==> config.mk <==
export PLATFORM = sky130hd
export DESIGN_NAME = control_decode_stage
export DESIGN_NICKNAME = d
export VERILOG_FILES = /design/src/rtl/control_decode_stage.sv
export SDC_FILE = /design/constraint.sdc
export NUM_CORES = 1
export LEC_CHECK = 0
export ABC_AREA = 1
export BUFFER_PORTS_ARGS = -buffer_cell sky130_fd_sc_hd__clkbuf_2
export CORE_AREA = 5 5 69 71
export DETAILED_ROUTE_END_ITERATION = 16
export DIE_AREA = 0 0 74 76
export MAX_ROUTING_LAYER = met4
export PLACE_DENSITY = 0.88
export SLEW_MARGIN = 20
export SYNTH_ARGS = -nofsm -noshare
export SYNTH_HDL_FRONTEND = slang
export SYNTH_SLANG_ARGS = --single-unit
==> constraint.sdc <==
create_clock -name CLK -period 3.6 [get_ports CLK]
set_clock_uncertainty 0.15 [all_clocks]
set_input_delay 0.72 -clock CLK [delete_from_list [all_inputs] [get_ports CLK]]
set_output_delay 0.72 -clock CLK [all_outputs]
set_load 0.02 [all_outputs]
==> src/rtl/control_decode_stage.sv <==
// control_decode_stage
//   Decodes one RV32I(+M) instruction per cycle into a registered control word.
//   Legal DIV/DIVU/REM/REMU ops block the stage for MDIV_CYCLES cycles.
//
// Ports
//   CLK, RESET          clock (rising edge) and synchronous active-high reset
//   INSTRUCTION         instruction word from fetch
//   IN_VALID, IN_READY  input handshake; IN_READY is combinational
//   STALL               downstream busy: hold every registered output and the counter
//   FLUSH               discard held/in-flight work; wins over STALL and accept
//   OUT_VALID           registered control word valid
//   ALUOP .. ILLEGAL    registered control word fields
//   MDIV_BUSY           divide/remainder occupancy in progress
module control_decode_stage #(
    parameter int unsigned MDIV_CYCLES = 32,
    parameter bit          ENABLE_M    = 1'b1
) (
    input  logic        CLK,
    input  logic        RESET,
    input  logic [31:0] INSTRUCTION,
    input  logic        IN_VALID,
    input  logic        STALL,
    input  logic        FLUSH,
    output logic        IN_READY,
    output logic        OUT_VALID,
    output logic [4:0]  ALUOP,
    output logic [2:0]  IMME_SELECT,
    output logic        MUX1_SELECT,
    output logic        MUX2_SELECT,
    output logic        BRANCH,
    output logic [2:0]  BR_SEL,
    output logic [1:0]  JUMP,
    output logic        WRITEENABLE,
    output logic [1:0]  MEM_WRITE,
    output logic [1:0]  MEM_READ,
    output logic        MEM_UNSIGNED,
    output logic        ILLEGAL,
    output logic        MDIV_BUSY
);

    localparam int unsigned CntW = (MDIV_CYCLES > 1) ? $clog2(MDIV_CYCLES) : 1;
    localparam logic [CntW-1:0] CntLoad = CntW'(MDIV_CYCLES - 1);

    localparam logic [6:0] OpR      = 7'b0110011;
    localparam logic [6:0] OpImm    = 7'b0010011;
    localparam logic [6:0] OpLoad   = 7'b0000011;
    localparam logic [6:0] OpStore  = 7'b0100011;
    localparam logic [6:0] OpBranch = 7'b1100011;
    localparam logic [6:0] OpJal    = 7'b1101111;
    localparam logic [6:0] OpJalr   = 7'b1100111;
    localparam logic [6:0] OpLui    = 7'b0110111;
    localparam logic [6:0] OpAuipc  = 7'b0010111;

    localparam logic [4:0] AluPass = 5'd0;
    localparam logic [4:0] AluAdd  = 5'd1;
    localparam logic [4:0] AluSub  = 5'd2;
    localparam logic [4:0] AluSll  = 5'd3;
    localparam logic [4:0] AluSlt  = 5'd4;
    localparam logic [4:0] AluSltu = 5'd5;
    localparam logic [4:0] AluXor  = 5'd6;
    localparam logic [4:0] AluSrl  = 5'd7;
    localparam logic [4:0] AluSra  = 5'd8;
    localparam logic [4:0] AluOr   = 5'd9;
    localparam logic [4:0] AluAnd  = 5'd10;
    localparam logic [4:0] AluMul  = 5'd11;

    localparam logic [2:0] ImmNone = 3'b000;
    localparam logic [2:0] ImmU    = 3'b001;
    localparam logic [2:0] ImmJ    = 3'b010;
    localparam logic [2:0] ImmI    = 3'b011;
    localparam logic [2:0] ImmB    = 3'b100;
    localparam logic [2:0] ImmS    = 3'b101;

    typedef enum logic [0:0] {StRun, StMdivWait} state_e;

    state_e          state_q;
    logic [CntW-1:0] cnt_q;

    logic [6:0] opcode;
    logic [2:0] funct3;
    logic [6:0] funct7;
    logic       accept;
    logic       unused_operand_bits;

    logic [4:0] dec_aluop;
    logic [2:0] dec_imm;
    logic       dec_mux1;
    logic       dec_mux2;
    logic       dec_branch;
    logic [2:0] dec_br_sel;
    logic [1:0] dec_jump;
    logic       dec_we;
    logic [1:0] dec_mem_write;
    logic [1:0] dec_mem_read;
    logic       dec_mem_unsigned;
    logic       dec_illegal;
    logic       dec_is_div;

    assign opcode = INSTRUCTION[6:0];
    assign funct3 = INSTRUCTION[14:12];
    assign funct7 = INSTRUCTION[31:25];
    // Register indices and immediates are consumed by later stages.
    assign unused_operand_bits = ^{INSTRUCTION[24:15], INSTRUCTION[11:7]};

    assign IN_READY  = (state_q == StRun) && !STALL && !RESET;
    assign accept    = IN_VALID && IN_READY;
    assign MDIV_BUSY = (state_q == StMdivWait);

    always_comb begin
        dec_aluop        = AluPass;
        dec_imm          = ImmNone;
        dec_mux1         = 1'b0;
        dec_mux2         = 1'b0;
        dec_branch       = 1'b0;
        dec_br_sel       = 3'b000;
        dec_jump         = 2'b00;
        dec_we           = 1'b0;
        dec_mem_write    = 2'b00;
        dec_mem_read     = 2'b00;
        dec_mem_unsigned = 1'b0;
        dec_illegal      = (INSTRUCTION[1:0] != 2'b11);
        dec_is_div       = 1'b0;

        case (opcode)
            OpR: begin
                dec_we = 1'b1;
                case (funct7)
                    7'b0000000: begin
                        case (funct3)
                            3'b000:  dec_aluop = AluAdd;
                            3'b001:  dec_aluop = AluSll;
                            3'b010:  dec_aluop = AluSlt;
                            3'b011:  dec_aluop = AluSltu;
                            3'b100:  dec_aluop = AluXor;
                            3'b101:  dec_aluop = AluSrl;
                            3'b110:  dec_aluop = AluOr;
                            default: dec_aluop = AluAnd;
                        endcase
                    end
                    7'b0100000: begin
                        case (funct3)
                            3'b000:  dec_aluop = AluSub;
                            3'b101:  dec_aluop = AluSra;
                            default: dec_illegal = 1'b1;
                        endcase
                    end
                    7'b0000001: begin
                        if (ENABLE_M) begin
                            // M ops are numbered consecutively in funct3 order from MUL.
                            dec_aluop  = AluMul + {2'b00, funct3};
                            dec_is_div = funct3[2];
                        end else begin
                            dec_illegal = 1'b1;
                        end
                    end
                    default: dec_illegal = 1'b1;
                endcase
            end
            OpImm: begin
                dec_imm  = ImmI;
                dec_mux2 = 1'b1;
                dec_we   = 1'b1;
                case (funct3)
                    3'b000: dec_aluop = AluAdd;
                    3'b010: dec_aluop = AluSlt;
                    3'b011: dec_aluop = AluSltu;
                    3'b100: dec_aluop = AluXor;
                    3'b110: dec_aluop = AluOr;
                    3'b111: dec_aluop = AluAnd;
                    3'b001: begin
                        if (funct7 == 7'b0000000) dec_aluop = AluSll;
                        else                      dec_illegal = 1'b1;
                    end
                    default: begin
                        if (funct7 == 7'b0000000)      dec_aluop = AluSrl;
                        else if (funct7 == 7'b0100000) dec_aluop = AluSra;
                        else                           dec_illegal = 1'b1;
                    end
                endcase
            end
            OpLoad: begin
                dec_aluop        = AluAdd;
                dec_imm          = ImmI;
                dec_mux2         = 1'b1;
                dec_we           = 1'b1;
                dec_mem_read     = funct3[1:0] + 2'd1;
                dec_mem_unsigned = funct3[2];
                if (funct3 == 3'b011 || funct3 == 3'b110 || funct3 == 3'b111) begin
                    dec_illegal = 1'b1;
                end
            end
            OpStore: begin
                dec_aluop     = AluAdd;
                dec_imm       = ImmS;
                dec_mux2      = 1'b1;
                dec_mem_write = funct3[1:0] + 2'd1;
                if (funct3 >= 3'b011) dec_illegal = 1'b1;
            end
            OpBranch: begin
                dec_aluop  = AluSub;
                dec_imm    = ImmB;
                dec_branch = 1'b1;
                dec_br_sel = funct3;
                if (funct3[2:1] == 2'b01) dec_illegal = 1'b1;
            end
            OpJal: begin
                dec_aluop = AluAdd;
                dec_imm   = ImmJ;
                dec_mux1  = 1'b1;
                dec_mux2  = 1'b1;
                dec_jump  = 2'b01;
                dec_we    = 1'b1;
            end
            OpJalr: begin
                dec_aluop = AluAdd;
                dec_imm   = ImmI;
                dec_mux2  = 1'b1;
                dec_jump  = 2'b10;
                dec_we    = 1'b1;
            end
            OpLui: begin
                dec_aluop = AluPass;
                dec_imm   = ImmU;
                dec_mux2  = 1'b1;
                dec_we    = 1'b1;
            end
            OpAuipc: begin
                dec_aluop = AluAdd;
                dec_imm   = ImmU;
                dec_mux1  = 1'b1;
                dec_mux2  = 1'b1;
                dec_we    = 1'b1;
            end
            default: dec_illegal = 1'b1;
        endcase

        // An illegal instruction carries no side effects: the whole word is
        // cleared so nothing partially decoded leaks downstream.
        if (dec_illegal) begin
            dec_aluop        = AluPass;
            dec_imm          = ImmNone;
            dec_mux1         = 1'b0;
            dec_mux2         = 1'b0;
            dec_branch       = 1'b0;
            dec_br_sel       = 3'b000;
            dec_jump         = 2'b00;
            dec_we           = 1'b0;
            dec_mem_write    = 2'b00;
            dec_mem_read     = 2'b00;
            dec_mem_unsigned = 1'b0;
            dec_is_div       = 1'b0;
        end
    end

    always_ff @(posedge CLK) begin
        if (RESET) begin
            state_q      <= StRun;
            cnt_q        <= '0;
            OUT_VALID    <= 1'b0;
            ALUOP        <= '0;
            IMME_SELECT  <= '0;
            MUX1_SELECT  <= 1'b0;
            MUX2_SELECT  <= 1'b0;
            BRANCH       <= 1'b0;
            BR_SEL       <= '0;
            JUMP         <= '0;
            WRITEENABLE  <= 1'b0;
            MEM_WRITE    <= '0;
            MEM_READ     <= '0;
            MEM_UNSIGNED <= 1'b0;
            ILLEGAL      <= 1'b0;
        end else if (FLUSH) begin
            state_q     <= StRun;
            cnt_q       <= '0;
            OUT_VALID   <= 1'b0;
            BRANCH      <= 1'b0;
            JUMP        <= '0;
            WRITEENABLE <= 1'b0;
            MEM_WRITE   <= '0;
            MEM_READ    <= '0;
        end else if (!STALL) begin
            if (accept) begin
                OUT_VALID    <= 1'b1;
                ALUOP        <= dec_aluop;
                IMME_SELECT  <= dec_imm;
                MUX1_SELECT  <= dec_mux1;
                MUX2_SELECT  <= dec_mux2;
                BRANCH       <= dec_branch;
                BR_SEL       <= dec_br_sel;
                JUMP         <= dec_jump;
                WRITEENABLE  <= dec_we;
                MEM_WRITE    <= dec_mem_write;
                MEM_READ     <= dec_mem_read;
                MEM_UNSIGNED <= dec_mem_unsigned;
                ILLEGAL      <= dec_illegal;
                if (dec_is_div) begin
                    state_q <= StMdivWait;
                    cnt_q   <= CntLoad;
                end
            end else begin
                // Bubble: drop valid and every side-effecting enable.
                OUT_VALID   <= 1'b0;
                BRANCH      <= 1'b0;
                JUMP        <= '0;
                WRITEENABLE <= 1'b0;
                MEM_WRITE   <= '0;
                MEM_READ    <= '0;
                if (state_q == StMdivWait) begin
                    if (cnt_q <= CntW'(1)) begin
                        state_q <= StRun;
                        cnt_q   <= '0;
                    end else begin
                        cnt_q <= cnt_q - CntW'(1);
                    end
                end
            end
        end
    end

endmodule

==> impl_results.md <==
* Status: complete, no violations
* Leak at 1.25 nW
* Die Ht at 76 um
* Slowest cell on crit path: nand2_1
* Unrepaired setup endpoints after global routing: no
* Syn_nets at 384
* Worst Hold Class: reg -> reg
* CTS tree: yes
* DR vias/cell at 5.37
* Clk sinks at 30
* Reg clk slew, reported paths at 70 ps
* Grt met2 use at 0.344
* Relative slew margins at 0.701
* Ys async rst share at 0
* CP Data Required Time at 3670 ps
* Critical path arrival at 2510 ps
* Crit Path Class: in -> reg
* Post-synth top area cell: dfxtp_1
* Sw frac at 0.273
* Routability Congestion at 0.925
* Initial Utilization at 0.520
* # nets final at 429
* Gate Count Post-Synth at 339
* Fin util at 0.607
* Mapped cell area at 2170 um2
* Initial antenna violation count at 0
* Fin crit period at 2440 ps
* Fin worst setup slack at 1160 ps
* Slew Limit Fails at 0
* Die X at 74 um
* Seq pwr share at 0.426
* GRT busiest layer: met2
* Yosys reg bits at 30
* Synth cell types at 34
* Clock root cell: clkbuf_8
* Area grow syn2layout at 16.8%
* Layout cells sized above 1 at 0.236
* IO buf count at 47
* Hold Buf Count CTS at 0
* CP peak stage delay at 290 ps
* Top cell type's share of synthesized area at 0.277
* Tot GR Track Use at 0.225
* Vias in the first global route at 2,191
* Max cap viols at 0
* Setup tns final at 0 ps
* Power Internal at 0.571 mW
* DP Worst Slack at 873 ps
* Area contributors post-synth: dfxtp_1 28%, nand2_1 14%, nand3_1 8.8%, a21oi_1 8.3%, inv_1 6.6%
* Routed Antenna Nets at 0
* DP HPWL at 4360 um
* CP endpoint kind: register
* Vias at 2,346
* Fin area at 2530 um2
* Max Root-Sink Buffers at 2
* H-tree depth at 2
* DR iter-0 viols at 185
* P per Cell Area at 310 nW/um2
* Placed Area at 2420 um2
* CP dominant cell by count: nand2_1
* Register area share after synthesis at 0.277
* Worst-path maximum fanout at 16
* Final-report setup violation count at 0
* # resized after CTS at 0
* ANT cells at 0
* GR Util met1 at 0.297
* Ys flop type: dfxtp_1
* Global-route wire length before repair at 9960 um
* Cts bufs inserted at 5
* Total gr overflow at 0
* Met3 Use GR at 0.0435
* Largest net degree at the start of global routing at 17
* Worst hold margin at 316 ps
* Post CTS Setup Buffer Count at 0
* Clk network pwr share at 0.430
* Post-Route WL at 5740 um
* Syn Area/Cell at 6.40 um2
* First-pass detailed-route iteration total at 4
* VDD IR-drop max at 0.000326 V
* Row count at 24
* CP Cell Sequence: clkbuf_2 > nor3_2 > nand2_1 > nor2_2 > buf_4 > inv_1 > nor3_1 > nand2_1 > a21oi_1
* Filler cells at 399
* DRC viols at 0
* EDFF count, synth at 0
* CP Launch Type: input pin
* Synth warn at 0
* Total Die Area at 5620 um2
* Period utilisation layout at 0.678
* Worst slew pin tran at 449 ps
* Logic gate share of total power at 0.144
* Skew-Pair Late Insertion Delay at 290 ps
* Num ports at 63
* F_max at 409 MHz
* Fin. Hold Viols at 0
* Sw Pwr at 0.214 mW
* WL per Instance at 13.1 um
* Core Region at 4170 um2
==> area by class of cell <==
| class | instances | area [um2] | share of cell area |
|---|---|---|---|
| Tap cell | 52 | 65.1 | 0.0257 |
| Multi-Input combinational cell | 250 | 1330 | 0.524 |
| Timing Repair Buffer | 48 | 243 | 0.0958 |
| Clock buffer | 5 | 68.8 | 0.0272 |
| Sequential cell | 30 | 601 | 0.237 |
| Clock inverter | 3 | 40.0 | 0.0158 |
| Inverter | 49 | 188 | 0.0741 |
==> placed cells by master (no fill, tap or decap), drive strengths merged <==
master and count:
o211ai 2, a21oi 36, clkinv 4, ha 8, dfxtp 30, inv 47
nand3 44, nand4 5, o21a 1, buf 1, nand2 87, or2 2
o31ai 2, nand3b 1, o21ai 22, clkbuf 52, nor3 7, xor2 1
nor2 32, bufinv 1
==> registers in the layout, indices dropped and copies added, names as in the netlist <==
signal        flops
MEM_UNSIGNED      1
BRANCH            1
WRITEENABLE       1
cnt_q             5
MEM_READ          2
JUMP              2
IMME_SELECT       3
ILLEGAL           1
BR_SEL            3
OUT_VALID         1
MUX1_SELECT       1
MDIV_BUSY         1
ALUOP             5
MUX2_SELECT       1
MEM_WRITE         2
==> cell usage after synthesis (all sizes together) (5+ instances only) <==
| cell type | count |
|---|---|
| inv | 47 |
| a21oi | 36 |
| nor2 | 32 |
| nor3 | 7 |
| nand4 | 5 |
| o21ai | 22 |
| clkbuf | 5 |
| dfxtp | 30 |
| ha | 8 |
| nand3 | 44 |
| nand2 | 87 |
| buf | 5 |
==> cell families (layout without fill, tap and decap cells) <==
logic type,count (synthesis),in the layout,synth area share
AO/OA/AOI/OAI,63,63,0.155
adder cells (fa/ha/maj),8,8,0.0461
flip-flops,30,30,0.277
XOR/XNOR,1,1,0.00404
buffers and inverters,59,105,0.111
AND/OR/NAND/NOR,178,178,0.408
==> worst max-delay path, delay by kind of cell <==
kind	cells	cell delay, ps
and+or+nand+nor	5	950
buffers and inverters	3	690
AOI/OAI and AO/OA	1	130
==> path summary, 6_finish.rpt <==
| kind | start | to | slack [ps] | cells past startpoint |
|---|---|---|---|---|
| max | RESET | MEM_UNSIGNED | 1160 | 9 |
| min | MEM_READ[1] | MEM_READ[1] | 320 | 2 |
| max reg2reg | MDIV_BUSY | MEM_UNSIGNED | 1450 | 8 |
| min reg2reg | MEM_READ[1] | MEM_READ[1] | 320 | 2 |
==> power groups by stage <==
stage / registers, mW / logic, mW / clock network (mW)
finish: 0.334 / 0.113 / 0.337
global route: 0.334 / 0.128 / 0.356
CTS: 0.334 / 0.112 / 0.342
detailed placement: 0.342 / 0.112 / 0
global placement: 0.342 / 0.110 / 0
floorplan: 0.343 / 0.0756 / 0
==> layer usage <==
layer	vias up	part of all wire	wire [um]
met3	10	0.070	401
met1	1052	0.43	2480
met2	82	0.48	2780
met5	-	0	0
met4	0	0.014	83
li1	1202	-	-
==> stage by stage <==
| step | instances | total power, mW |
|---|---|---|
| floorplan | 339 | 0.419 |
| global placement | 429 | 0.452 |
| detailed placement | 429 | 0.453 |
| CTS | 437 | 0.789 |
| global route | 437 | 0.818 |
| finish | 437 | 0.785 |
No activity file was read; power rests on OpenSTA's default activity.
